File: src/rtl/pc_fetch_ctrl.sv
// rtl/pc_fetch_ctrl.sv - program counter / fetch controller with stall, redirect flush and halt
// Optional macro PC_BOUND_CHECK_EN: halt with sticky bound_err instead of reaching the top address.

`ifndef MEM_SPACE
`define MEM_SPACE 8
`endif

module pc_fetch_ctrl #(
    parameter int FLUSH_CYCLES = 2
) (
    input  logic                  clk,
    input  logic                  rst,
    input  logic                  stall,
    input  logic                  branch_taken,
    input  logic [`MEM_SPACE-1:0] branch_target,
    input  logic                  halt_req,
    output logic [`MEM_SPACE-1:0] address,
    output logic                  PCctrl,
    output logic                  PChold,
    output logic                  halted,
    output logic                  bound_err,
    output logic [15:0]           fetch_count
);

    localparam int AW = `MEM_SPACE;
    localparam logic [AW-1:0] ADDR_MAX   = '1;
    localparam logic [2:0]    FLUSH_LOAD = 3'(FLUSH_CYCLES - 1);

    typedef enum logic [1:0] {
        RUN   = 2'd0,
        FLUSH = 2'd1,
        HALT  = 2'd2
    } state_t;

    state_t          state_q, state_d;
    logic [AW-1:0]   addr_q, addr_d;
    logic [2:0]      cnt_q, cnt_d;
    logic [15:0]     fcount_q, fcount_d;
    logic [AW-1:0]   addr_inc;
    logic            inc_hits_max;
    logic            tgt_hits_max;
    logic            pcctrl_c;
    logic            pchold_c;

    assign addr_inc = addr_q + 1'b1;

`ifdef PC_BOUND_CHECK_EN
    logic err_q, set_err;
    assign inc_hits_max = (addr_inc == ADDR_MAX);
    assign tgt_hits_max = (branch_target == ADDR_MAX);
    assign bound_err    = err_q;
`else
    assign inc_hits_max = 1'b0;
    assign tgt_hits_max = 1'b0;
    assign bound_err    = 1'b0;
`endif

    always_comb begin
        state_d  = state_q;
        addr_d   = addr_q;
        cnt_d    = cnt_q;
        fcount_d = fcount_q;
        pcctrl_c = 1'b0;
        pchold_c = 1'b0;
`ifdef PC_BOUND_CHECK_EN
        set_err  = 1'b0;
`endif
        case (state_q)
            RUN: begin
                if (halt_req) begin
                    pcctrl_c = 1'b1;
                    state_d  = HALT;
                end else if (branch_taken) begin
                    pcctrl_c = 1'b1;
                    if (tgt_hits_max) begin
                        state_d = HALT;
`ifdef PC_BOUND_CHECK_EN
                        set_err = 1'b1;
`endif
                    end else begin
                        addr_d  = branch_target;
                        cnt_d   = FLUSH_LOAD;
                        state_d = (FLUSH_CYCLES == 1) ? RUN : FLUSH;
                    end
                end else if (stall) begin
                    pchold_c = 1'b1;
                end else begin
                    fcount_d = (fcount_q == 16'hFFFF) ? fcount_q : fcount_q + 16'd1;
                    if (inc_hits_max) begin
                        state_d = HALT;
`ifdef PC_BOUND_CHECK_EN
                        set_err = 1'b1;
`endif
                    end else begin
                        addr_d = addr_inc;
                    end
                end
            end
            FLUSH: begin
                pcctrl_c = 1'b1;
                if (halt_req) begin
                    state_d = HALT;
                end else if (branch_taken) begin
                    // a second redirect restarts the bubble train from the new target
                    if (tgt_hits_max) begin
                        state_d = HALT;
`ifdef PC_BOUND_CHECK_EN
                        set_err = 1'b1;
`endif
                    end else begin
                        addr_d  = branch_target;
                        cnt_d   = FLUSH_LOAD;
                    end
                end else begin
                    cnt_d = (cnt_q == 3'd0) ? 3'd0 : cnt_q - 3'd1;
                    if (cnt_q <= 3'd1) begin
                        state_d = RUN;
                    end
                end
            end
            HALT: begin
                pcctrl_c = 1'b1;
            end
            default: begin
                state_d = RUN;
            end
        endcase
    end

    always_ff @(posedge clk) begin
        if (!rst) begin
            state_q  <= RUN;
            addr_q   <= '0;
            cnt_q    <= 3'd0;
            fcount_q <= 16'd0;
        end else begin
            state_q  <= state_d;
            addr_q   <= addr_d;
            cnt_q    <= cnt_d;
            fcount_q <= fcount_d;
        end
    end

`ifdef PC_BOUND_CHECK_EN
    always_ff @(posedge clk) begin
        if (!rst) begin
            err_q <= 1'b0;
        end else if (set_err) begin
            err_q <= 1'b1;
        end
    end
`endif

    // memory-control strobes are forced low while reset is asserted
    assign PCctrl      = rst & pcctrl_c;
    assign PChold      = rst & pchold_c;
    assign address     = addr_q;
    assign halted      = (state_q == HALT);
    assign fetch_count = fcount_q;

endmodule

File: config.mk
export PLATFORM = sky130hd
export DESIGN_NAME = pc_fetch_ctrl
export DESIGN_NICKNAME = d
export VERILOG_FILES = /design/src/rtl/pc_fetch_ctrl.sv
export SDC_FILE = /design/constraint.sdc
export NUM_CORES = 1
export LEC_CHECK = 0
export ABC_AREA = 0
export BUFFER_PORTS_ARGS = -buffer_cell sky130_fd_sc_hd__clkbuf_2
export CELL_PAD_IN_SITES_DETAIL_PLACEMENT = 0
export CELL_PAD_IN_SITES_GLOBAL_PLACEMENT = 1
export CORE_MARGIN = 2
export CORE_UTILIZATION = 42
export DETAILED_ROUTE_END_ITERATION = 8
export PLACE_DENSITY = 0.86
export RECOVER_POWER = 50
export SYNTH_ARGS = -nofsm -noshare
export SYNTH_HDL_FRONTEND = slang
export SYNTH_SLANG_ARGS = --single-unit
File: constraint.sdc
create_clock -name clk -period 5.6 [get_ports clk]
set_input_delay 1.12 -clock clk [delete_from_list [all_inputs] [get_ports clk]]
set_output_delay 1.12 -clock clk [all_outputs]
set_load 0.03 [all_outputs]
**After elaboration in Yosys (flattened, before gate mapping)**

Cells that the tools add are included.

- Add/subtract/negate cells: 3
- $mul: 0
- Divide/modulo/power cells: 0
- Magnitude comparators: 1
- Eq/ne operators: 11
- Shifts and indexed selects: 0
- Multiplexer cells: 25
- Bitwise operators: 7
- Reductions and logical operators: 8

Operators by type and width:

| cell | number |
|---|---|
| two-way mux 8 bit | 5 |
| adder 16 x 1 -> 16 bit, second input constant | 1 |
| equality test 16 bit, second input constant | 1 |
| case mux 8 bit (2 select lines) | 1 |
| two-way mux 3 bit | 5 |
| != test 3 bit, second input constant | 4 |
| two-way mux 2 bit | 5 |
| AND reduction 5 bit | 2 |
| adder 8 x 1 -> 8 bit, second input constant | 1 |
| != test 2 bit, second input constant | 4 |
| AND reduction 4 bit | 2 |
| two-way mux 1 bit | 6 |
| case mux 2 bit (3 select lines) | 1 |
| case mux 3 bit (2 select lines) | 1 |
| NOT 1 bit | 5 |
| less-or-equal comparator 3 x 1 -> 1 bit, second input constant | 1 |
| logical NOT 3 bit | 1 |
| subtractor 3 x 1 -> 3 bit, second input constant | 1 |
| bitwise AND 1 bit | 2 |
| equality test 2 x 1 -> 1 bit, second input constant | 1 |
| equality test 2 bit, second input constant | 1 |
| logical NOT 2 bit | 1 |
| case mux 1 bit (2 select lines) | 1 |
| nonzero test 2 bit | 1 |
| OR reduction 2 bit | 1 |

- Bits in registers: 29
- Latch bits: 0
- Bits in writable memories: 0
- Bits in read-only memories: 0
- Bits of input ports: 13
- Output and inout bits: 28
- Logic and storage cells: 59
- Memories: 0

**Depth between registers and ports, before layout**

- Word-level depth: 5
- Gate-level depth with buffers: 8
- Depth with buffers taken out: 6

**Least setup slack after synthesis**

OpenSTA, ideal clock, no wires.

- Path type: input to output
- From: input port branch_taken
- To: output port PChold
- Data arrival time: 2308 ps
- Data required time: 4480 ps
- Setup slack: 2172 ps
- Stages on the path: 2
- Path buffers: 1
- Cell sequence: clkbuf_1 -> nor4_1

- Word-level cells in the longest chain between the ends: 4

Ends and longest elaborated chain:

| what | RTL line | RTL |
|---|---|---|
| from (decl) | 14 | `input logic branch_taken,` |
| two-way mux 1 bit | 73 | `end else if (branch_taken) begin` |
| two-way mux 1 bit | 70 | `if (halt_req) begin` |
| two-way mux 1 bit | 68 | `case (state_q)` |
| bitwise AND 1 bit | 156 | `assign PChold = rst & pchold_c;` |
| to (decl) | 19 | `output logic PChold,` |

Every way passes these cells.

**Worst setup path after layout**

- From: input port rst
- To: output port PCctrl

- Word-level cells in the longest chain between the ends: 1

Ends and longest elaborated chain:

| what | RTL line | RTL |
|---|---|---|
| from (decl) | 12 | `input logic rst,` |
| bitwise AND 1 bit | 155 | `assign PCctrl = rst & pcctrl_c;` |
| to (decl) | 18 | `output logic PCctrl,` |

Every way passes these cells.

==> metrics.yaml <==
yosys:
  synth_top_area_share: 0.3293
  synth_top_cells_by_area: "dfxtp_1 (33%), ha_1 (5.7%), nand2_1 (5.3%)"
  synth_cells: 220
  synth_commonest_cells: "dfxtp_1 (29), nand2_1 (25), a21oi_1 (15), nor2_1 (13), o21ai_0 (13)"
  synth_seq_cells: 29
  syn_avg_cell_area_um2: 8.013
  yosys_warnings: 0
  synthArstFlopShare: 0
  ys_seq_area_frac: 0.3293
  syn_nets: 241
  yosysTopAreaCell: "dfxtp_1"
  ys_dominant_reg_cell: "dfxtp_1"
  syn_area_um2: 1763
  synth_edf_count: 0
  synth.most_common_cell: "dfxtp_1"
  ys_types: 48
cts:
  tritoncts: "built"
  postCtsSetupBuffers: 0
  cts_buffer_depth: 2
  cts_buffers: 5
  cts-hold-fix-buffers: 0
  cts.sinks: 29
  cts_resized: 0
  clock_latency_ns: 0.27
  root_buffer: "clkbuf_8"
  htree_levels: 2
  clkTransAtPathRegs_ns: 0.06
final_layout:
  syn2layout_area_growth_pct: 14.34
  multi_input_area_um2: 1066
  fillCellCount: 421
  drive_above_1_share: 0.1133
  regArea_um2: 580.6
  nets: 277
  utilization: 0.5003
  diodes: 0
die:
  initial_core_util: 0.4376
  fp.dieW_um: 68.79
  row_count: 23
  die_y_um: 68.79
  ios: 41
  dieArea_um2: 4731
  fp.coreArea_um2: 4029
timing:
  period_minus_slack_ns: 3.611
  skew_ns: 0.006836
  setup-tns-final_ns: 0
  rsz0062_at_grt: "false"
  fmax_ghz: 0.2769
  hold_ws_ns: 0.5134
  fin_ws_ns: 1.989
  worstMarginPinSlew_ns: 0.6890
  drv_slew: 0
  hold_viol: 0
  finalSetupViolCount: 0
  post-route-period-util: 0.6449
  relSlewSlack: 0.5342
grt:
  antenna_found_initial: 0
  grt_pass1_wl_um: 6465
  grt_pass1_vias: 1465
  track_usage: 0.1801
  grt_overflow: 0
  grt_max_degree: 24
detailed_routing:
  wl_per_cell_um: 13.09
  postRouteWirelength_um: 4007
  vias_per_cell: 5.611
  drc: 0
  drtAntennaViolNets: 0
  drtIter0Drc: 119
  firstDrtPassIters: 4
  via_count: 1717
critical_path:
  path_class: "input pin to output pin"
  cp-end-kind: "output pin"
  cp.arrival_ns: 2.49
  start_kind: "input pin"
  worstPathRequired_ns: 4.48
  path_max_fanout: 23
placement:
  gp_routability_congestion: 0.7851
  place_ws_ns: 1.965
  io_buffers: 39
  hpwl_um: 2966
power:
  power_density_nw_per_um2: 250.6
  leakagePower_nw: 0.7586
  irDropWorstVdd_mv: 0.1713
status:
  outcome: "finished, final reports clean"
flow_run:
  cap_viol_max_count: 0
hold_path:
  hp-class: "register to register"
==> sequential cells by signal (all words and copies together), names as in the netlist <==
signal and cells:
state_q 2, cnt_q 3, fetch_count 16, address 8
==> cell usage in the layout, fill, tap and decap left out, drive strengths merged, types with 2 or more instances in the layout <==
cell type  synthesis  routed
mux2i              7       7
nand4              7       7
o221a              2       2
a31oi              7       7
nor4b              2       2
nor2              13      13
a21oi             15      15
nand3              9       9
inv               12      12
and3               3       3
nor4               5       5
a211oi             4       4
o32ai              3       3
nor3              11      11
o21ai             13      13
ha                 8       8
clkbuf             7      46
a311oi             2       2
dfxtp             29      29
or3                2       2
o21a               4       4
nand2b             8       8
nand2             25      25
==> worst max-delay path, stage by stage <==
cell,delay [ns]
clkbuf_2,0.36
clkinv_1,0.30
buf_4,0.27
a211oi_1,0.19
clkbuf_2,0.24
==> per-stage QoR <==
stage / area [um2] / power (mW) / std cells
5_1_grt: 2016 / 0.5316 / 306
3_3_place_gp: 1967 / 0.3388 / 299
4_1_cts: 2053 / 0.5115 / 306
2_1_floorplan: 1763 / 0.3141 / 220
6_report: 2016 / 0.5052 / 306
3_5_place_dp: 1967 / 0.3394 / 299
==> report_power, final <==
group | switching [mW] | internal [mW] | leakage, nW | total, mW
clock network | 0.0765 | 0.0974 | 0.0443 | 0.174
registers | 0.0113 | 0.216 | 0.235 | 0.228
logic | 0.0689 | 0.0347 | 0.479 | 0.104
==> area by class of cell <==
class	instances	share of cell area
Clock buffer	7	0.04283
Inverter	13	0.02421
Multi-Input combinational cell	167	0.5289
Sequential cell	29	0.2880
Tap cell	50	0.03104
Timing Repair Buffer	40	0.08504
==> cell families (layout without fill, tap and decap cells) <==
group | count (synthesis) | in the layout | share of synthesized area
simple gates | 92 | 92 | 0.2867
flops | 29 | 29 | 0.3293
fa+ha+maj | 8 | 8 | 0.05678
mux | 7 | 7 | 0.03975
other cells | 1 | 1 | 0.002127
buf+inv | 24 | 60 | 0.06245
compound gates | 59 | 59 | 0.2229
==> routing by layer <==
| metal | wire length, um | track usage | vias up |
|---|---|---|---|
| li1 | - | - | 878 |
| met1 | 1948 | 0.2443 | 788 |
| met2 | 1777 | 0.2849 | 47 |
| met3 | 247 | 0.04221 | 4 |
| met4 | 34 | 0.05147 | 0 |
| met5 | 0 | 0 | - |
==> final timing paths <==
kind	start	endpoint	slack, ns	cells past startpoint
min	fetch_count[1]	fetch_count[1]	0.51	2
min reg2reg	fetch_count[1]	fetch_count[1]	0.51	2
max	rst	PCctrl	1.99	5
max reg2reg	state_q[1]	fetch_count[6]	3.20	6
Power figures use the tool's default switching activity.
